File: config.mk
export PLATFORM = sky130hd
export DESIGN_NAME = llsc_reservation_unit
export DESIGN_NICKNAME = d
export VERILOG_FILES = /design/src/rtl/llsc_reservation_unit.sv
export SDC_FILE = /design/constraint.sdc
export NUM_CORES = 1
export LEC_CHECK = 0
export ABC_AREA = 1
export CORE_ASPECT_RATIO = 0.7
export CORE_MARGIN = 1
export CORE_UTILIZATION = 44
export CTS_CLUSTER_SIZE = 20
export DETAILED_ROUTE_END_ITERATION = 10
export PLACE_DENSITY = 0.81
export SLEW_MARGIN = 20
export SYNTH_ARGS = -nofsm -noshare
export SYNTH_HDL_FRONTEND = slang
export SYNTH_SLANG_ARGS = --single-unit
File: constraint.sdc
create_clock -name CLK -period 1.92 [get_ports CLK]
set_clock_uncertainty 0.05 [all_clocks]
set_input_delay 0.384 -clock CLK [delete_from_list [all_inputs] [get_ports CLK]]
set_output_delay 0.384 -clock CLK [all_outputs]
set_load 0.02 [all_outputs]
File: src/rtl/llsc_reservation_unit.sv
// llsc_reservation_unit: per-core load-linked reservation tracking and
// store-conditional arbitration. Each core owns one reservation entry. An entry is
// invalidated by committed stores, by winning SCs, by external snoops and
// (optionally) by age. When several SCs hit the same granule in one cycle, the
// lowest-indexed core is the only one that succeeds.
module llsc_reservation_unit #(
    parameter int NCORES    = 2,
    parameter int ADDR_W    = 32,
    parameter int GRAN_BITS = 2,
    parameter int TIMEOUT   = 0,
    parameter int CNT_W     = 16
) (
    input  logic                           CLK,
    input  logic                           RST,
    input  logic [NCORES-1:0]              ll_req,
    input  logic [NCORES-1:0][ADDR_W-1:0]  ll_addr,
    input  logic [NCORES-1:0]              sc_req,
    input  logic [NCORES-1:0][ADDR_W-1:0]  sc_addr,
    input  logic [NCORES-1:0]              wr_valid,
    input  logic [NCORES-1:0][ADDR_W-1:0]  wr_addr,
    input  logic                           snoop_inv_valid,
    input  logic [ADDR_W-1:0]              snoop_inv_addr,
    output logic [NCORES-1:0]              sc_done,
    output logic [NCORES-1:0]              sc_ok,
    output logic [NCORES-1:0]              rsv_valid,
    output logic [NCORES-1:0][ADDR_W-1:0]  rsv_addr
);

    // Mask that clears the granule offset bits; written as a mask so that
    // GRAN_BITS=0 needs no special case.
    localparam logic [ADDR_W-1:0] GMASK = ~((ADDR_W'(1) << GRAN_BITS) - ADDR_W'(1));
    // Counter value in an entry's last live cycle (unused when TIMEOUT=0).
    localparam logic [CNT_W-1:0]  CNT_LAST = (TIMEOUT > 0) ? CNT_W'(TIMEOUT - 1) : '0;

    function automatic logic gmatch(input logic [ADDR_W-1:0] a, input logic [ADDR_W-1:0] b);
        return (a & GMASK) == (b & GMASK);
    endfunction

    logic [NCORES-1:0] sc_pass;
    logic [NCORES-1:0] sc_win;
    logic [NCORES-1:0] kill;

    // SC evaluation on start-of-cycle state; a pass loses to any lower-indexed
    // pass on the same granule.
    always_comb begin
        sc_pass = '0;
        sc_win  = '0;
        for (int i = 0; i < NCORES; i++)
            sc_pass[i] = sc_req[i] && rsv_valid[i] && gmatch(rsv_addr[i], sc_addr[i]);
        for (int i = 0; i < NCORES; i++) begin
            sc_win[i] = sc_pass[i];
            for (int j = 0; j < NCORES; j++)
                if (j < i && sc_pass[j] && gmatch(sc_addr[j], sc_addr[i]))
                    sc_win[i] = 1'b0;
        end
    end

    // Kill sources: snoops, any core's committed store, any winning SC.
    always_comb begin
        kill = '0;
        for (int i = 0; i < NCORES; i++) begin
            if (snoop_inv_valid && gmatch(snoop_inv_addr, rsv_addr[i]))
                kill[i] = 1'b1;
            for (int j = 0; j < NCORES; j++) begin
                if (wr_valid[j] && gmatch(wr_addr[j], rsv_addr[i]))
                    kill[i] = 1'b1;
                if (sc_win[j] && gmatch(sc_addr[j], rsv_addr[i]))
                    kill[i] = 1'b1;
            end
        end
    end

    for (genvar g = 0; g < NCORES; g++) begin : g_entry
        logic              valid_q;
        logic [ADDR_W-1:0] addr_q;
        logic [CNT_W-1:0]  cnt_q;
        logic              done_q;
        logic              ok_q;
        logic              expire;

        assign expire = (TIMEOUT > 0) && valid_q && (cnt_q == CNT_LAST);

        // Entry update: SC/kill/timeout clear the entry, and a same-cycle LL
        // overrides all of them with a fresh reservation.
        always_ff @(posedge CLK) begin
            if (RST) begin
                valid_q <= 1'b0;
                addr_q  <= '0;
                cnt_q   <= '0;
                done_q  <= 1'b0;
                ok_q    <= 1'b0;
            end else begin
                done_q <= sc_req[g];
                ok_q   <= sc_win[g];
                if (ll_req[g]) begin
                    valid_q <= 1'b1;
                    addr_q  <= ll_addr[g] & GMASK;
                    cnt_q   <= '0;
                end else begin
                    if (sc_req[g] || kill[g] || expire)
                        valid_q <= 1'b0;
                    if (valid_q && cnt_q != '1)
                        cnt_q <= cnt_q + CNT_W'(1);
                end
            end
        end

        assign rsv_valid[g] = valid_q;
        assign rsv_addr[g]  = addr_q;
        assign sc_done[g]   = done_q;
        assign sc_ok[g]     = ok_q;
    end

endmodule

# [After elaboration in Yosys (flattened, before gate mapping)]
# Cells that the tools add are included.
[classes] addsub=0 reduce_logical=19 shifts=0 order_cmp=0 n_div=0 mux=15 mul=0 n_eq_ne=13 bitwise=0
[op_table] operator="== test 30 bit" n=13
[op_table] operator="logical AND 1 bit" n=15
[op_table] operator="2-to-1 mux 1 bit" n=15
[op_table] operator="nonzero test 2 bit" n=2
[op_table] operator="logical OR 1 bit" n=2
[word_totals] wordCells=55 ramBits=0 rom_bits=0 memories=0 latch_bits=0 ff_bits=66

# [Longest topological paths before layout]
[depth] ltp_word=10 depth_mapped=14 mapped_depth_nobuf=13

# [Worst setup path before layout]
# No wires, ideal clock.
[synth_timing] kind="register -> register" from="reg g_entry[1].addr_q[29]" to="reg g_entry[0].valid_q" stages_incl_launch_ff=15 setup_slack_ns=0.358 t_required_ns=1.742 arrival_ns=1.385 path_buffers=1 cell_sequence="dfxtp_1 > clkbuf_2 > inv_1 > nand2_1 > nand2_1 > nor2_1 > nand2_1 > nor2_1 > nand2_1 > nor2_2 > nand2_1 > nand2_1 > nor2_1 > nor2_1 > nor2_1"
[synth_via] elab_chain_cells=7
[synth_lines] element="start: declaration" line_no="75" rtl="logic [ADDR_W-1:0] addr_q;"
[synth_lines] element="start signal: assignment" line_no="97" rtl="addr_q <= ll_addr[g] & GMASK;"
[synth_lines] element="== test 30 bit" line_no="36" rtl="return (a & GMASK) == (b & GMASK);"
[synth_lines] element="logical AND 1 bit" line_no="49" rtl="sc_pass[i] = sc_req[i] && rsv_valid[i] && gmatch(rsv_addr[i], sc_addr[i]);"
[synth_lines] element="2-to-1 mux 1 bit" line_no="53" rtl="if (j < i && sc_pass[j] && gmatch(sc_addr[j], sc_addr[i]))"
[synth_lines] element="logical AND 1 bit" line_no="67" rtl="if (sc_win[j] && gmatch(sc_addr[j], rsv_addr[i]))"
[synth_lines] element="2-to-1 mux 1 bit" line_no="67"
[synth_lines] element="logical OR 1 bit" line_no="100" rtl="if (sc_req[g] || kill[g] || expire)"
[synth_lines] element="nonzero test 2 bit (no source line)"
[synth_lines] element="end signal: assignment" line_no="87" rtl="valid_q <= 1'b0;"
[synth_lines] element="end signal: assignment" line_no="96" rtl="valid_q <= 1'b1;"
[synth_lines] element="end signal: assignment" line_no="101" rtl="valid_q <= 1'b0;"
[synth_lines] element="end: declaration" line_no="74" rtl="logic valid_q;"
# Every way passes these cells.
# A chain may end at the register's enable or synchronous reset.

# [Worst setup path in the final report]
[layout_timing] from="reg g_entry[1].addr_q[21]" to="out rsv_addr[53] (netlist bit)"
[layout_lines] element="end: declaration" line_no="26" rtl="output logic [NCORES-1:0][ADDR_W-1:0] rsv_addr"
# No word-level cell between the ends.

==> run_results.csv <==
group,metric,value,unit
outcome,status,"finished with violations",
outcome,violations,"setup timing",
sta,period_needed,1940,ps
sta,finalHoldViolCount,0,
sta,max_clock_freq,516,MHz
grt,gr-usage-all-layers,0.502,
grt,antenna_found_initial,0,
synthesis,synth.top_cell.area_share,0.283,
worst_hold_path,hp-start,"g_entry[1].addr_q[6]",
grt,first_global_vias,10900,
synthesis,netlist_instances,1474,
grt,grt_pass1_wl,66.4,mm
routing,vias,11800,
finish,drive_gt1_frac,0.140,
routing,dr.first_iter.drc_count,1905,
clocking,clk_latency,360,ps
synthesis,synth_area_leaders,"nand2_1, dfxtp_1, nor2_1, inv_1, xnor2_1",
clocking,cts.sinks,66,
clocking,cts_inserted_buffers,9,
finish,antennaDiodeCount,0,
critical_path,crit_buf_inv,1,
critical_path,cp.arrival,1510,ps
routing,drc,0,
synthesis,yosysMostFrequentCell,"nand2_1",
grt,grt_max_degree,67,
critical_path,critPathCaptureType,"primary output",
routing,vias_per_cell,5.51,
synthesis,async_flop_share,0,
floorplan,die_w,160,um
synthesis,synth_cell_types,27,
floorplan,rows,40,
placed_design,dp_hpwl,38.2,mm
clocking,path_clk_slew,70,ps
critical_path,worst_setup_path_start_kind,"flop",
placed_design,place_congestion,1.18,
synthesis,ys_seq_area_frac,0.171,
run,cap_violations,0,
placed_design,io_buffers,284,
sta,timing.final.ws_setup,-19.8,ps
finish,fin_nets,2145,
sta,setup_tns,-25.9,ps
grt,grt-ovfl-total,0,
routing,drt_first_pass_iters,6,
synthesis,synthFlopType,"dfxtp_1",
critical_path,crit_type,"flop to primary output",
routing,wl_per_cell,21.7,um
clocking,cts_tree,"built",
sta,drv_slew,0,
clocking,cts_root_buffer,"clkbuf_16",
finish,fill_cells,1392,
finish,area_delta_synth_final,63.0,%
sta,hold_slack,449,ps
floorplan,initial_core_util,0.450,
floorplan,num_io_pins,303,
power,peakVddDrop,0.439,mV
critical_path,max_stage_delay,670,ps
critical_path,cp_cell_sequence,"clkdlybuf4s50_1",
sta,setup_viol,2,
critical_path,cpLargestDelayFamily,"buffers and inverters",
synthesis,yosysWarningCount,0,
synthesis,mappedNetlistArea,7730,um^2
placed_design,dp_slack,-380,ps
routing,drt-total-wl,46.7,mm
worst_hold_path,hold_path.class,"flop to flop",
critical_path,worst_r2r_startpoint,"g_entry[1].addr_q[5]",
synthesis,synth_edf_count,0,
critical_path,worst_ep_required_time,1490,ps
finish,utilization,0.734,
sta,post-route-period-util,1.01,
critical_path,rrSetupSlack,20,ps
routing,drtAntennaViolNets,0,
power,leakage,6.71,nW
synthesis,synth_largest_area_cell,"nand2_1",
floorplan,die_area,18100,um^2
clocking,htreeDepth,3,
synthesis,ys_ff_latch,66,
clocking,cts.path.max_buffers,2,
critical_path,worstPathMaxFanout,6,
synthesis,synth_common_cells,"nand2_1, nor2_1, inv_1",
synthesis,avgSynthCellArea,5.25,um^2
floorplan,fp.coreArea,17200,um^2
critical_path,cp_slowest_cell,"clkdlybuf4s50_1",
floorplan,die_y,113,um
critical_path,startpoint,"g_entry[1].addr_q[21]",
power,p_per_area,524,nW/um^2
==> where the power goes <==
group | switching (W) | total (W) | internal (W)
combinational | 0.00174 | 0.00308 | 0.00134
sequential | 0.000117 | 0.00158 | 0.00147
clock | 0.000793 | 0.00194 | 0.00115
==> tightest hold or removal path, delay by kind of cell, from the launching register on <==
| family | cells | cell delay, ps |
|---|---|---|
| AOI/OAI and AO/OA | 1 | 60 |
| DFF | 1 | 320 |
| and+or+nand+nor | 1 | 70 |
==> cells by family after synthesis <==
group	synth area share
DFF	0.171
xor gates and xnor gates	0.133
other	0.000485
AOI/OAI and AO/OA	0.108
buffers and inverters	0.145
and+or+nand+nor	0.443
==> per-layer routing <==
layer  up-vias  GRT usage  routed length, um
met4         0      0.158               1900
met5         -          0                  0
met1      5289      0.684              18000
li1       5339          -                  -
met3       164      0.162               7830
met2      1052      0.745              19000
==> through the flow <==
stage / total power [W] / cells / instance area, um^2
after global placement: 0.00448 / 2130 / 12100
final: 0.00661 / 2148 / 12600
after floorplan: 0.00283 / 1477 / 7740
after global routing: 0.00676 / 2148 / 12600
after detailed placement: 0.00452 / 2130 / 12100
after CTS: 0.00639 / 2146 / 12400
==> state kept, by name, summed over array words and instances (netlist names) <==
register and flops:
g_entry.ok_q 2, g_entry.addr_q 60, g_entry.done_q 2, g_entry.valid_q 2
==> cell type report <==
cell class | instances | area (um^2) | area share
flip-flops and latches | 66 | 1330 | 0.106
well taps | 231 | 289 | 0.0229
repair buffers | 478 | 4440 | 0.352
multi-input cells | 1138 | 5400 | 0.428
clock inverters | 6 | 90.1 | 0.00715
inverters | 219 | 826 | 0.0655
clock buffers | 10 | 229 | 0.0182
==> worst paths after layout <==
check,cells after the start,to
min reg2reg,2,g_entry[1].addr_q[6]
min,2,g_entry[1].addr_q[6]
max,1,rsv_addr[53]
max reg2reg,12,g_entry[1].ok_q
==> cell usage in the layout (no fill, tap or decap), types with 4 or more instances in the layout <==
master,count
a211oi_1,58
a21oi_1,5
buf_12,6
buf_4,188
clkbuf_16,9
clkdlybuf4s50_1,225
conb_1,4
dfxtp_1,57
dfxtp_2,9
dlygate4sd2_1,20
dlymetal6s2s_1,38
inv_1,199
inv_2,19
nand2_1,572
nand2_2,10
nand3_1,24
nand4_1,24
nor2_1,226
nor2_2,10
nor2_4,4
nor3_1,6
o21ai_0,59
o21ai_1,9
xnor2_1,65
xor2_1,51
==> timing repair <==
action / in CTS / in global routing
hold endpoints to repair: 0 / 0
resized for setup: 30 / 76
hold buffers: 0 / 0
pin swaps: 0 / 10
setup buffers: 0 / 2
setup endpoints to repair: 29 / 22
Note: power is estimated with default switching activity, not from simulation.
